$ cat config.mk
export PLATFORM = sky130hd
export DESIGN_NAME = id_bitmap_alloc_flat
export DESIGN_NICKNAME = d
export VERILOG_FILES = /design/src/rtl/id_bitmap_alloc_if.sv /design/src/rtl/id_bitmap_alloc.sv /design/src/flat_wrapper.sv
export SDC_FILE = /design/constraint.sdc
export NUM_CORES = 1
export LEC_CHECK = 0
export CAP_MARGIN = 0
export CORE_MARGIN = 10
export CORE_UTILIZATION = 40
export CTS_BUF_LIST = sky130_fd_sc_hd__clkbuf_8
export DETAILED_ROUTE_END_ITERATION = 6
export HOLD_SLACK_MARGIN = 0.08
export MAX_ROUTING_LAYER = met4
export PLACE_DENSITY = 0.65
export SLEW_MARGIN = 20
export SYNTH_ARGS = -nofsm -noshare
export SYNTH_HDL_FRONTEND = slang
export SYNTH_SLANG_ARGS = --single-unit
$ cat constraint.sdc
create_clock -name clk_i -period 2.7 [get_ports clk_i]
set_input_delay 0.27 -clock clk_i [delete_from_list [all_inputs] [get_ports clk_i]]
set_output_delay 0.27 -clock clk_i [all_outputs]
set_load 0.03 [all_outputs]
$ cat src/rtl/id_bitmap_alloc_if.sv
// Handshake bundle for the bitmap ID allocator.
// The _o / _i suffixes are from the allocator's point of view.
// The allocator connects through the slave modport; the consumer and
// completion path connect through the master modport.
interface id_bitmap_alloc_if #(
  parameter int NUM_ID = 8
);
  localparam int ID_W = $clog2(NUM_ID);

  logic              alloc_valid_o;
  logic              alloc_ready_i;
  logic [ID_W-1:0]   alloc_id_o;
  logic [NUM_ID-1:0] alloc_onehot_o;
  logic              free_valid_i;
  logic [ID_W-1:0]   free_id_i;
  logic [NUM_ID-1:0] busy_o;
  logic [ID_W:0]     outstanding_o;
  logic              full_o;
  logic              err_free_o;

  modport slave (
    output alloc_valid_o, alloc_id_o, alloc_onehot_o,
    output busy_o, outstanding_o, full_o, err_free_o,
    input  alloc_ready_i, free_valid_i, free_id_i
  );

  modport master (
    input  alloc_valid_o, alloc_id_o, alloc_onehot_o,
    input  busy_o, outstanding_o, full_o, err_free_o,
    output alloc_ready_i, free_valid_i, free_id_i
  );
endinterface

$ cat src/rtl/id_bitmap_alloc.sv
// Bitmap ID allocator.
// A busy bitmap tracks every ID that is either handed out or currently
// offered. A priority pick over the registered bitmap chooses the next
// free ID, which is parked in an output register and offered through a
// valid/ready handshake. IDs come back on the free port; frees that do
// not match a handed-out ID are dropped and flagged for one cycle.
module id_bitmap_alloc #(
  parameter int NUM_ID    = 8,
  parameter bit LSB_FIRST = 1'b1
) (
  input logic              clk_i,
  input logic              rst_i,
  id_bitmap_alloc_if.slave bus
);
  localparam int ID_W  = $clog2(NUM_ID);
  localparam int CNT_W = ID_W + 1;

  typedef enum logic {
    ST_EMPTY = 1'b0,
    ST_HOLD  = 1'b1
  } state_t;

  state_t            state_q, state_d;
  logic [ID_W-1:0]   id_q, id_d;
  logic [NUM_ID-1:0] onehot_q, onehot_d;
  logic [NUM_ID-1:0] busy_q, busy_d;
  logic [CNT_W-1:0]  outstanding_q, outstanding_d;
  logic              err_q, err_d;

  logic [NUM_ID-1:0] free_dec;
  logic [NUM_ID-1:0] free_clear;
  logic              free_legal;
  logic [NUM_ID-1:0] avail;
  logic [NUM_ID-1:0] avail_ord;
  logic [NUM_ID-1:0] iso_ord;
  logic [NUM_ID-1:0] pick_onehot;
  logic [ID_W-1:0]   pick_id;
  logic              has_free;
  logic              transfer;
  logic              can_load;

  genvar gi;

  // Decode the returned ID. Out-of-range IDs match no bit, so they can
  // never clear anything and fall through as illegal.
  generate
    for (gi = 0; gi < NUM_ID; gi++) begin : g_free_dec
      assign free_dec[gi] = bus.free_valid_i && (bus.free_id_i == ID_W'(gi));
    end
  endgenerate

  // A free is legal only for an ID that is busy but not the one on offer;
  // the offered ID has not been accepted yet, so nobody may return it.
  assign free_clear = free_dec & busy_q & ~onehot_q;
  assign free_legal = |free_clear;

  // Candidate IDs come from the registered bitmap only, so an ID freed
  // this cycle is not eligible until the following edge.
  assign avail    = ~busy_q;
  assign has_free = |avail;

  // Bring the preferred end of the bitmap to bit 0 so a single
  // lowest-set-bit isolate serves both priority directions.
  generate
    for (gi = 0; gi < NUM_ID; gi++) begin : g_order
      if (LSB_FIRST) begin : g_lsb
        assign avail_ord[gi]   = avail[gi];
        assign pick_onehot[gi] = iso_ord[gi];
      end else begin : g_msb
        assign avail_ord[gi]   = avail[NUM_ID-1-gi];
        assign pick_onehot[gi] = iso_ord[NUM_ID-1-gi];
      end
    end
  endgenerate

  assign iso_ord = avail_ord & (~avail_ord + NUM_ID'(1));

  // One-hot to binary encode of the picked slot.
  always_comb begin
    pick_id = '0;
    for (int i = 0; i < NUM_ID; i++) begin
      if (pick_onehot[i]) begin
        pick_id = pick_id | ID_W'(i);
      end
    end
  end

  assign transfer = (state_q == ST_HOLD) && bus.alloc_ready_i;
  assign can_load = (state_q == ST_EMPTY) || bus.alloc_ready_i;

  // Next-state: refill the output register whenever it is empty or being
  // drained, apply legal frees to the bitmap and track accepted IDs.
  always_comb begin
    state_d       = state_q;
    id_d          = id_q;
    onehot_d      = onehot_q;
    busy_d        = busy_q & ~free_clear;
    outstanding_d = outstanding_q;
    err_d         = bus.free_valid_i && !free_legal;

    if (can_load) begin
      if (has_free) begin
        state_d  = ST_HOLD;
        id_d     = pick_id;
        onehot_d = pick_onehot;
        busy_d   = busy_d | pick_onehot;
      end else begin
        // Binary ID keeps its last value; only the one-hot must read 0.
        state_d  = ST_EMPTY;
        onehot_d = '0;
      end
    end

    case ({transfer, free_legal})
      2'b10:   outstanding_d = outstanding_q + CNT_W'(1);
      2'b01:   outstanding_d = outstanding_q - CNT_W'(1);
      default: outstanding_d = outstanding_q;
    endcase
  end

  // State registers; reset clears everything without waiting for a clock.
  always_ff @(posedge clk_i or posedge rst_i) begin
    if (rst_i) begin
      state_q       <= ST_EMPTY;
      id_q          <= '0;
      onehot_q      <= '0;
      busy_q        <= '0;
      outstanding_q <= '0;
      err_q         <= 1'b0;
    end else begin
      state_q       <= state_d;
      id_q          <= id_d;
      onehot_q      <= onehot_d;
      busy_q        <= busy_d;
      outstanding_q <= outstanding_d;
      err_q         <= err_d;
    end
  end

  assign bus.alloc_valid_o  = (state_q == ST_HOLD);
  assign bus.alloc_id_o     = id_q;
  assign bus.alloc_onehot_o = onehot_q;
  assign bus.busy_o         = busy_q;
  assign bus.outstanding_o  = outstanding_q;
  assign bus.full_o         = &busy_q;
  assign bus.err_free_o     = err_q;

endmodule

$ cat src/flat_wrapper.sv
// flat-port wrapper written by rule: the top's interface ports become plain ports
module id_bitmap_alloc_flat 
#(
  parameter int NUM_ID    = 8,
  parameter bit LSB_FIRST = 1'b1
)
  (clk_i, rst_i, bus_alloc_valid_o, bus_alloc_id_o, bus_alloc_onehot_o, bus_busy_o, bus_outstanding_o, bus_full_o, bus_err_free_o, bus_alloc_ready_i, bus_free_valid_i, bus_free_id_i);
  id_bitmap_alloc_if #(.NUM_ID(NUM_ID)) bus_i ();
  input logic clk_i;
  input logic rst_i;
  output wire logic [$bits(bus_i.alloc_valid_o)-1:0] bus_alloc_valid_o;
  output wire logic [$bits(bus_i.alloc_id_o)-1:0] bus_alloc_id_o;
  output wire logic [$bits(bus_i.alloc_onehot_o)-1:0] bus_alloc_onehot_o;
  output wire logic [$bits(bus_i.busy_o)-1:0] bus_busy_o;
  output wire logic [$bits(bus_i.outstanding_o)-1:0] bus_outstanding_o;
  output wire logic [$bits(bus_i.full_o)-1:0] bus_full_o;
  output wire logic [$bits(bus_i.err_free_o)-1:0] bus_err_free_o;
  input wire logic [$bits(bus_i.alloc_ready_i)-1:0] bus_alloc_ready_i;
  input wire logic [$bits(bus_i.free_valid_i)-1:0] bus_free_valid_i;
  input wire logic [$bits(bus_i.free_id_i)-1:0] bus_free_id_i;
  assign bus_alloc_valid_o = bus_i.alloc_valid_o;
  assign bus_alloc_id_o = bus_i.alloc_id_o;
  assign bus_alloc_onehot_o = bus_i.alloc_onehot_o;
  assign bus_busy_o = bus_i.busy_o;
  assign bus_outstanding_o = bus_i.outstanding_o;
  assign bus_full_o = bus_i.full_o;
  assign bus_err_free_o = bus_i.err_free_o;
  assign bus_i.alloc_ready_i = bus_alloc_ready_i;
  assign bus_i.free_valid_i = bus_free_valid_i;
  assign bus_i.free_id_i = bus_free_id_i;
  id_bitmap_alloc #(.NUM_ID(NUM_ID), .LSB_FIRST(LSB_FIRST)) u_core (.clk_i(clk_i), .rst_i(rst_i), .bus(bus_i));
endmodule
==> impl_results.md, run 1 <==
- Result of the run: complete, no violations
- Critical-path maximum fanout: 4
- Synth Instances: 125
- Total CTS buffers: 3
- First-pass GRT wire length: 6.15 mm
- Pins Over Slew Limit: 0
- Slowest-stage cell, CP: clkdlybuf4s50_1
- Mapped Avg Cell Area: 10.2 sq um
- Yosys top cell area share: 0.492
- H-tree depth: 1
- Sw frac: 0.441
- Int Pwr: 0.00119 W
- Most common cell after layout, fill and taps aside: clkdlybuf4s50_1
- Cell count of the worst reg-to-reg path: 10
- Design area: 1890 sq um
- WP data required: 2910 ps
- Synth area leaders: dfrtp_1 (49%), nand2_1 (4.4%), a21o_1 (2.9%), ha_1 (2.9%), a21oi_1 (2.8%)
- Critical path cell sequence: clkdlybuf4s50_1 -> and2_4 -> nand4_1 -> nand4_1 -> a211o_1 -> ha_1 -> buf_4 -> ha_1 -> a21oi_1 -> or4_1 -> nand3_1
- WL/cell: 16.1 um
- Grt ovf: 0
- Max-slew headroom: 0.669
- Async S/R FF share, synth: 1.00
- Layout Utilization: 0.620
- WL met1: 1.68 mm
- #FFs+latches synth: 25
- Synth warnings: 0
- Initial antenna violation count: 0
- Syn nets: 136
- Worst Path Class, Setup: in2reg
- WL final: 3.61 mm
- Vias in the first global route: 1251
- # diodes: 0
- Clock Tree Buf Depth: 2
- Largest net degree at the start of global routing: 16
- Global router's overall resource usage: 0.130
- Max-Cap Viols: 0
- Reg clk slew, reported paths: 90 ps
- Worst Setup Start Kind: input port
- Dpl cells: 220
- Leak: 0.861 nW
- Number of synthesized flops with an enable pin: 0
- CTS tree: yes
- Residual DRC: 0
- VDD IR max: 0.000658 V
- Setup violations, final: 0
- Post-Place Worst Slack: -422 ps
- Top layer in use: met4
- Die Span Y: 76.4 um
- Postcts setup bufs: 0
- Final Hold Viols: 0
- P&R area growth vs syn: 48.7%
- Setup TNS: 0 ps
- I/O Buffers: 32
- Die width: 76.4 um
- CP endpoint kind: flip-flop
- Comb power frac: 0.602
- Routability Congestion: 0.857
- Drt first pass iters: 4
- Layout Nets: 192
- Crit. Startpoint: bus_free_valid_i
- Arr. time, crit path: 2810 ps
- Setup slack after layout: 94.0 ps
- Layout cells sized above 1: 0.217
- PD cells: 1120 nW/um^2
- Vias per cell: 5.20
- Antenna Violating Nets Remaining: 0
- Post-DP Area: 1810 sq um
- Clk Latency, worst-skew pair: 270 ps
- Die Area: 5840 sq um
- R2R Path Start: u_core.bus.busy_o[6]$_DFF_PP0_
- Cell taking the most area after synthesis: dfrtp_1
- Final clock skew: 6.05 ps
- Clk sink count: 25
- Most frequent cells in the layout: clkdlybuf4s50_1 (29), buf_4 (24), dfrtp_1 (24), nand2_1 (15)
- Clock Power Share: 0.107
- Slew @ Worst Pin: 496 ps
- Crit path largest cell delay: 460 ps
- DR iter-0 viols: 62
- Site Rows: 20
- Min cycle time layout: 2610 ps
- I/O pin total: 33
- Hold Crit Class: in2async
- Hold-fix buffers, CTS: 0
- Sequential area share after synthesis: 0.492
- WL met2: 1.71 mm
- P_sw: 0.000935 W
- Most used DFF post-synth: dfrtp_1
- Starting Density: 0.417
- Core area: 3050 sq um
- Met3 WL: 173 um
- Cell Count, Final, Fillers Out: 224
- Fmax achieved: 384 MHz
- Post-DP HPWL: 2.74 mm
- Final cycle utilization of the critical path: 0.965
- Cell Area, Synth: 1270 sq um
- Via count: 1164
- Root buffer cell: clkbuf_8
- Sequential Power Share: 0.291
- Yosys cell types: 39
-- cells in the mapped netlist (3+ instances only) --
library cell / number
dfrtp_1: 25
nand2_1: 15
a21oi_1: 7
nor2_1: 7
inv_1: 6
a21o_1: 5
nor2b_1: 5
clkbuf_1: 4
nand4_1: 4
nor4b_1: 4
o21ai_0: 4
ha_1: 3
nor4bb_1: 3
-- per-stage QoR --
| step | hold WS, ps | total power, W |
|---|---|---|
| 6_report | 317 | 0.00212 |
| 5_1_grt | 357 | 0.00228 |
| 3_3_place_gp | 475 | 0.00187 |
| 3_5_place_dp | 488 | 0.00189 |
| 2_1_floorplan | 297 | 0.00134 |
| 4_1_cts | 347 | 0.00213 |
-- repair_timing --
item	CTS	global route
setup endpoints to repair	1	1
hold endpoints to repair	0	0
resized for setup	5	8
pin swaps	0	0
-- power by group through the flow --
| stage | combinational, W | sequential (W) | clock, W |
|---|---|---|---|
| detailed placement | 0.00126 | 0.000624 | 0 |
| global placement | 0.00125 | 0.000619 | 0 |
| CTS | 0.00127 | 0.000621 | 0.000231 |
| finish | 0.00128 | 0.000618 | 0.000227 |
| global route | 0.00138 | 0.000644 | 0.000250 |
| floorplan | 0.000439 | 0.000901 | 0 |
-- final timing paths --
check,end,slack [ps]
worst max-delay path,u_core.bus.outstanding_o[3]$_DFFE_PP0P_,90
max in group asynchronous,u_core.bus.busy_o[0]$_DFF_PP0_,1800
worst max register to register,u_core.bus.outstanding_o[3]$_DFFE_PP0P_,190
worst min register to register,u_core.bus.alloc_onehot_o[1]$_DFFE_PP0N_,510
min in group clk_i,u_core.bus.busy_o[0]$_DFF_PP0_,440
worst min-delay path,u_core.bus.alloc_id_o[0]$_DFFE_PP0P_,320
-- cells by family (layout without fill, tap and decap cells) --
group,after synthesis,after routing,share of synthesized area
adder cells (fa/ha/maj),4,4,0.0452
XOR/XNOR,2,2,0.0138
AND/OR/NAND/NOR,52,52,0.249
buffers and inverters,11,66,0.0334
flip-flops,25,25,0.492
multiplexers,1,1,0.00787
AO/OA/AOI/OAI,30,30,0.159
-- metal layers --
layer / global-route usage / up-vias
li1: - / 567
met1: 0.155 / 560
met2: 0.207 / 33
met3: 0.0295 / 4
met4: 0.0539 / 0
met5: - / -
-- worst max-delay path, delay by kind of cell --
family          cells  cell delay (ps)
compound gates      2              420
buf+inv             2              610
fa+ha+maj           2              580
simple gates        5              950
-- state kept, by name (all words and copies together), names as in the netlist --
name                       cells
u_core.bus.err_free_o          1
u_core.bus.busy_o              8
u_core.bus.alloc_valid_o       1
u_core.bus.outstanding_o       4
u_core.bus.alloc_id_o          3
u_core.bus.alloc_onehot_o      8
-- cell type report --
class                      instances  area [sq um]
fill                             288          1160
multi-input combinational         89           639
sequential                        25           627
timing repair buffer              56           502
tap                               44          55.1
clock buffer                       3          41.3
inverter                           6          22.5
clock inverter                     1          5.00
No activity file was read; power rests on OpenSTA's default activity.
==> run 2, diff against run 1 <==
- CAP_MARGIN: 0 -> 20
==> results of run 2 <==
The final DEF is identical to that of run 1; final timing and power are the same.
